## src/rtl/vram_rect_fill.sv

```systemverilog
// Rectangle fill engine: accepts one clipped rectangle command and streams
// one VRAM plot strobe per cycle in raster order.
module vram_rect_fill #(
  parameter int H_RES    = 160,
  parameter int V_RES    = 120,
  parameter int POS_W    = 16,
  parameter int COLOUR_W = 12
) (
  input  logic                clk,
  input  logic                reset,
  input  logic                cmd_valid,
  output logic                cmd_ready,
  input  logic [7:0]          cmd_x,
  input  logic [6:0]          cmd_y,
  input  logic [7:0]          cmd_w,
  input  logic [6:0]          cmd_h,
  input  logic [COLOUR_W-1:0] cmd_colour,
  output logic                plot,
  output logic [POS_W-1:0]    buf_pos,
  output logic [COLOUR_W-1:0] colour,
  output logic                busy,
  output logic                done
);

  typedef enum logic [1:0] {
    IDLE,
    CLIP,
    DRAW,
    DONE
  } state_t;

  state_t state_q, state_d;

  logic [7:0]          x_q, x_d;
  logic [6:0]          y_q, y_d;
  logic [7:0]          w_q, w_d;
  logic [6:0]          h_q, h_d;
  logic [COLOUR_W-1:0] col_q, col_d;

  logic [7:0]          cur_x_q, cur_x_d;
  logic [6:0]          cur_y_q, cur_y_d;
  logic [POS_W-1:0]    row_base_q, row_base_d;

  logic                cmd_ready_q, cmd_ready_d;
  logic                plot_q, plot_d;
  logic [POS_W-1:0]    buf_pos_q, buf_pos_d;
  logic [COLOUR_W-1:0] colour_q, colour_d;
  logic                busy_q, busy_d;
  logic                done_q, done_d;

  // Widened sums keep x+w and y+h from wrapping before the screen clamp.
  logic [8:0]          x_sum, x_end;
  logic [7:0]          y_sum, y_end;
  logic                is_empty;
  logic                last_col;
  logic                last_row;
  logic [POS_W-1:0]    row_start;

  always_comb begin
    x_sum     = {1'b0, x_q} + {1'b0, w_q};
    y_sum     = {1'b0, y_q} + {1'b0, h_q};
    x_end     = (x_sum > 9'(H_RES)) ? 9'(H_RES) : x_sum;
    y_end     = (y_sum > 8'(V_RES)) ? 8'(V_RES) : y_sum;
    is_empty  = (w_q == 8'd0) || (h_q == 7'd0) ||
                ({1'b0, x_q} >= 9'(H_RES)) || ({1'b0, y_q} >= 8'(V_RES));
    last_col  = (({1'b0, cur_x_q} + 9'd1) == x_end);
    last_row  = (({1'b0, cur_y_q} + 8'd1) == y_end);
    row_start = POS_W'(y_q) * POS_W'(H_RES);
  end

  always_comb begin
    state_d     = state_q;
    x_d         = x_q;
    y_d         = y_q;
    w_d         = w_q;
    h_d         = h_q;
    col_d       = col_q;
    cur_x_d     = cur_x_q;
    cur_y_d     = cur_y_q;
    row_base_d  = row_base_q;
    cmd_ready_d = cmd_ready_q;
    plot_d      = plot_q;
    buf_pos_d   = buf_pos_q;
    colour_d    = colour_q;
    busy_d      = busy_q;
    done_d      = done_q;

    unique case (state_q)
      IDLE: begin
        if (cmd_valid && cmd_ready_q) begin
          x_d         = cmd_x;
          y_d         = cmd_y;
          w_d         = cmd_w;
          h_d         = cmd_h;
          col_d       = cmd_colour;
          cmd_ready_d = 1'b0;
          busy_d      = 1'b1;
          state_d     = CLIP;
        end
      end

      // The only multiply happens here, once per command.
      CLIP: begin
        if (is_empty) begin
          done_d  = 1'b1;
          state_d = DONE;
        end else begin
          cur_x_d    = x_q;
          cur_y_d    = y_q;
          row_base_d = row_start;
          plot_d     = 1'b1;
          buf_pos_d  = row_start + POS_W'(x_q);
          colour_d   = col_q;
          state_d    = DRAW;
        end
      end

      // Outputs already show the current pixel; compute the following one.
      DRAW: begin
        if (last_col) begin
          if (last_row) begin
            plot_d  = 1'b0;
            done_d  = 1'b1;
            state_d = DONE;
          end else begin
            cur_x_d    = x_q;
            cur_y_d    = cur_y_q + 7'd1;
            row_base_d = row_base_q + POS_W'(H_RES);
            buf_pos_d  = row_base_q + POS_W'(H_RES) + POS_W'(x_q);
          end
        end else begin
          cur_x_d   = cur_x_q + 8'd1;
          buf_pos_d = row_base_q + POS_W'(cur_x_q) + POS_W'(1);
        end
      end

      DONE: begin
        done_d      = 1'b0;
        busy_d      = 1'b0;
        cmd_ready_d = 1'b1;
        state_d     = IDLE;
      end

      default: state_d = IDLE;
    endcase
  end

  always_ff @(posedge clk or posedge reset) begin
    if (reset) begin
      state_q     <= IDLE;
      x_q         <= '0;
      y_q         <= '0;
      w_q         <= '0;
      h_q         <= '0;
      col_q       <= '0;
      cur_x_q     <= '0;
      cur_y_q     <= '0;
      row_base_q  <= '0;
      cmd_ready_q <= 1'b1;
      plot_q      <= 1'b0;
      buf_pos_q   <= '0;
      colour_q    <= '0;
      busy_q      <= 1'b0;
      done_q      <= 1'b0;
    end else begin
      state_q     <= state_d;
      x_q         <= x_d;
      y_q         <= y_d;
      w_q         <= w_d;
      h_q         <= h_d;
      col_q       <= col_d;
      cur_x_q     <= cur_x_d;
      cur_y_q     <= cur_y_d;
      row_base_q  <= row_base_d;
      cmd_ready_q <= cmd_ready_d;
      plot_q      <= plot_d;
      buf_pos_q   <= buf_pos_d;
      colour_q    <= colour_d;
      busy_q      <= busy_d;
      done_q      <= done_d;
    end
  end

  assign cmd_ready = cmd_ready_q;
  assign plot      = plot_q;
  assign buf_pos   = buf_pos_q;
  assign colour    = colour_q;
  assign busy      = busy_q;
  assign done      = done_q;

endmodule

```

## config.mk

```make
export PLATFORM = sky130hd
export DESIGN_NAME = vram_rect_fill
export DESIGN_NICKNAME = d
export VERILOG_FILES = /design/src/rtl/vram_rect_fill.sv
export SDC_FILE = /design/constraint.sdc
export NUM_CORES = 1
export LEC_CHECK = 0
export BUFFER_PORTS_ARGS = -buffer_cell sky130_fd_sc_hd__buf_2
export CAP_MARGIN = 20
export CORE_MARGIN = 2
export CORE_UTILIZATION = 50
export DETAILED_ROUTE_END_ITERATION = 6
export GPL_ROUTABILITY_DRIVEN = 0
export PLACE_DENSITY = 0.7
export SETUP_SLACK_MARGIN = 0.2
export SLEW_MARGIN = 10
export SYNTH_ARGS = -nofsm -noshare
export SYNTH_HDL_FRONTEND = slang
export SYNTH_SLANG_ARGS = --single-unit
```

## constraint.sdc

```tcl
create_clock -name clk -period 4.2 [get_ports clk]
set_input_delay 0.63 -clock clk [delete_from_list [all_inputs] [get_ports clk]]
set_output_delay 0.63 -clock clk [all_outputs]
set_load 0.1 [all_outputs]
```

==> run_results.csv <==
group,metric,value,unit
synth,synth-main-ff-cell,"dfrtp_1",
synth,synthTopCellsByArea,"dfrtp_1, mux2_2, ha_1, xnor2_1, a21oi_1",
synth,yosys_warnings,0,
synth,synth_edf_count,0,
timing,setup_viol,0,
timing,slew_headroom,40.2,%
synth,synth_compound_area_share,17.8,%
synth,yosysUniqueCellTypes,72,
global_routing,grt_pass1_vias,5640,
layout,layout_common_cells,"dfrtp_1, buf_2, mux2_2, nor2_1, nand2_1",
synth,synth-adder-area-share,8.98,%
cts,clockBufferDepth,2,
cts,clk_pin_slew,70,ps
synth,post_synth.cell_area_avg,9.62,um^2
layout,finalInstanceArea,7950,um^2
placed_design,dpl_cell_area,7480,um^2
cts,cts_max_level,3,
floorplanning,die_area,14700,um^2
timing,fin_skew,8.37,ps
timing,rsz0062_at_grt,"false",
drt,vias,5724,
synth,synth_top_family_by_area,"compound AO/OA/AOI/OAI gates",
layout,fin_nets,886,
layout,syn_to_final_growth,15.5,%
synth,synth-simple-area-share,13.1,%
drt,ant_nets,0,
floorplanning,die_h,121,um
cts,cts_made_buffers,9,
layout,diodes,0,
drt,avgViaCountPerCell,5.87,
synth,ys_seq_area_share,36.7,%
worst_setup_path,end_kind,"register",
worst_setup_path,worstSetupPathType,"reg -> reg",
timing,fin_crit_sh,92.6,%
synth,yosysTopAreaCellShare,36.3,%
synth,postSynthCellCount,716,
global_routing,grt_usage,23.3,%
cts,root_buffer,"clkbuf_16",
floorplanning,die_w,121,um
min_path,hp-class,"in -> async",
global_routing,grt_max_degree,72,
timing,timing.setup.tns,0,ps
drt,route.detailed.drc,0,
worst_setup_path,crit_slowest_cell,"o41a_1",
worst_setup_path,crit_family,"compound AO/OA/AOI/OAI gates",
synth,ys_async_sr_fraction,100,%
timing,tightest_slew,897,ps
global_routing,grt_overflow,0,
floorplanning,core_area,13300,um^2
timing,final_hold_viol_count,0,
synth,synth_area_leader_cell,"dfrtp_1",
run,drv_cap,0,
worst_setup_path,r2r_slack,310,ps
placed_design,dp_hpwl,12200,um
synth,ys_ff_latch,101,
drt,drt_wl_total,17000,um
cts,cts_tree,"done",
drt,dr.pass1.iters,6,
worst_setup_path,crit_buf_inv,2,
floorplanning,num_rows,42,
placed_design,port_buffers,76,
floorplanning,start_util,51.6,%
cts,clock_latency,360,ps
layout,drive_above_1_share,26.2,%
worst_setup_path,max_stage_delay,490,ps
synth,syn-num-nets,808,
global_routing,antenna_found_initial,0,
drt,drt_iter0_drc,361,
worst_setup_path,path_max_fanout,6,
outcome,status,"finished clean",
floorplanning,num_io_pins,77,
synth,synth-xor-area-share,7.38,%
layout,final_common_cell,"dfrtp_1",
drt,wl_per_cell,17.4,um
worst_setup_path,crit_chain,"ha_2, inv_1, fa_2, nand2b_4, a211oi_4, o41a_1, a21oi_4, a21oi_4, a31oi_1, o32a_1, o41a_1, a211o_4, buf_4, a22oi_1, o21ai_1",
synth,synth_area,6890,um^2
timing,fmax,0.257,GHz
timing,min_period,3890,ps
worst_setup_path,arrival,4110,ps
timing,final_max_slew_viol_count,0,
global_routing,grt_pass1_wl,27300,um
worst_setup_path,required,4420,ps
cts,clock-sinks,101,
worst_setup_path,worstSetupStartpointType,"register",
synth,muxShareOfSynthArea,12.4,%
[final cells by class]
class | count | area, um^2
fill | 1136 | 5390
multi-input combinational | 554 | 4220
sequential | 101 | 2530
timing repair buffer | 98 | 576
clock buffer | 10 | 239
tap | 176 | 220
inverter | 30 | 115
clock inverter | 6 | 52.6
[metal layers]
| metal | share of wire [%] | vias up | global-route usage [%] |
|---|---|---|---|
| met3 | 6.1 | 30 | 4.84 |
| met2 | 47 | 205 | 38.1 |
| li1 | - | 2748 | - |
| met4 | 2.1 | 0 | 7.97 |
| met5 | 0 | - | 0 |
| met1 | 45 | 2741 | 30.6 |
[sequential cells by signal (all words and copies together), names as in the netlist, 2 cells and up]
signal      count
row_base_q     11
cur_x_q         7
y_q             7
x_q             8
colour         12
buf_pos        16
h_q             7
col_q          12
state_q         2
cur_y_q         7
w_q             8
[metrics by stage]
| step | util, % | cells | setup slack (ps) | hold WS (ps) |
|---|---|---|---|---|
| 2_1_floorplan | - | 716 | 477 | 467 |
| 3_3_place_gp | 56.1 | 952 | 255 | 462 |
| 3_5_place_dp | 56.1 | 952 | 182 | 469 |
| 4_1_cts | 58.3 | 968 | 248 | 458 |
| 5_1_grt | 59.6 | 975 | 174 | 479 |
| 6_report | 59.6 | 975 | 310 | 455 |
[worst register-to-register path, stage by stage, from the launching register on]
cell	delay [ps]
dfrtp_1	390
ha_2	210
inv_1	60
fa_2	340
nand2b_4	170
a211oi_4	290
o41a_1	320
a21oi_4	90
a21oi_4	160
a31oi_1	60
o32a_1	370
o41a_1	490
a211o_4	370
buf_4	180
a22oi_1	180
o21ai_1	90
[logic make-up (layout without fill, tap and decap cells)]
logic type / count (synthesis) / after routing
DFF: 101 / 101
and+or+nand+nor: 192 / 192
muxes: 78 / 78
buffers and inverters: 62 / 144
AOI/OAI and AO/OA: 181 / 182
xor gates and xnor gates: 55 / 55
adders and majority gates: 47 / 47
[repair_timing]
item,CTS,global route
pin swaps,1,6
gates resized for setup,1,21
hold endpoints to repair,0,0
buffers inserted,0,5
gates cloned,0,2
hold buffers,0,0
setup endpoints to repair,11,36
[synth_stat cells, types with 4 or more instances]
| library cell | instances |
|---|---|
| and3_1 | 8 |
| o21a_1 | 4 |
| dfrtp_1 | 100 |
| fa_1 | 4 |
| or2_2 | 5 |
| ha_1 | 43 |
| mux2i_1 | 20 |
| nor3_1 | 15 |
| xor2_1 | 17 |
| nand4_1 | 5 |
| or3_1 | 4 |
| a21o_1 | 18 |
| xnor2_1 | 36 |
| a211oi_1 | 11 |
| nand2_1 | 55 |
| nand3_1 | 21 |
| o21bai_1 | 5 |
| a32oi_1 | 5 |
| a21oi_1 | 46 |
| buf_2 | 6 |
| inv_1 | 30 |
| o21ai_0 | 35 |
| clkbuf_1 | 22 |
| nor2_1 | 58 |
| o21ai_1 | 8 |
| mux2_2 | 58 |
| a31oi_1 | 10 |
[final timing paths]
kind,from,end,cells after the start
worst max-delay path,w_q[0]$_DFFE_PP0P_,row_base_q[13]$_DFFE_PP0P_,15
worst min-delay path,reset,col_q[3]$_DFFE_PP0P_,2
worst max register to register,w_q[0]$_DFFE_PP0P_,row_base_q[13]$_DFFE_PP0P_,15
worst min register to register,buf_pos[6]$_DFFE_PP0P_,buf_pos[6]$_DFFE_PP0P_,2
max in group asynchronous,reset,h_q[2]$_DFFE_PP0P_,3
min in group clk,cmd_valid,cmd_ready$_DFFE_PP1P_,2
Power is not shown: default switching activity piles up to over one toggle a cycle in this logic, so the estimate is an artifact.
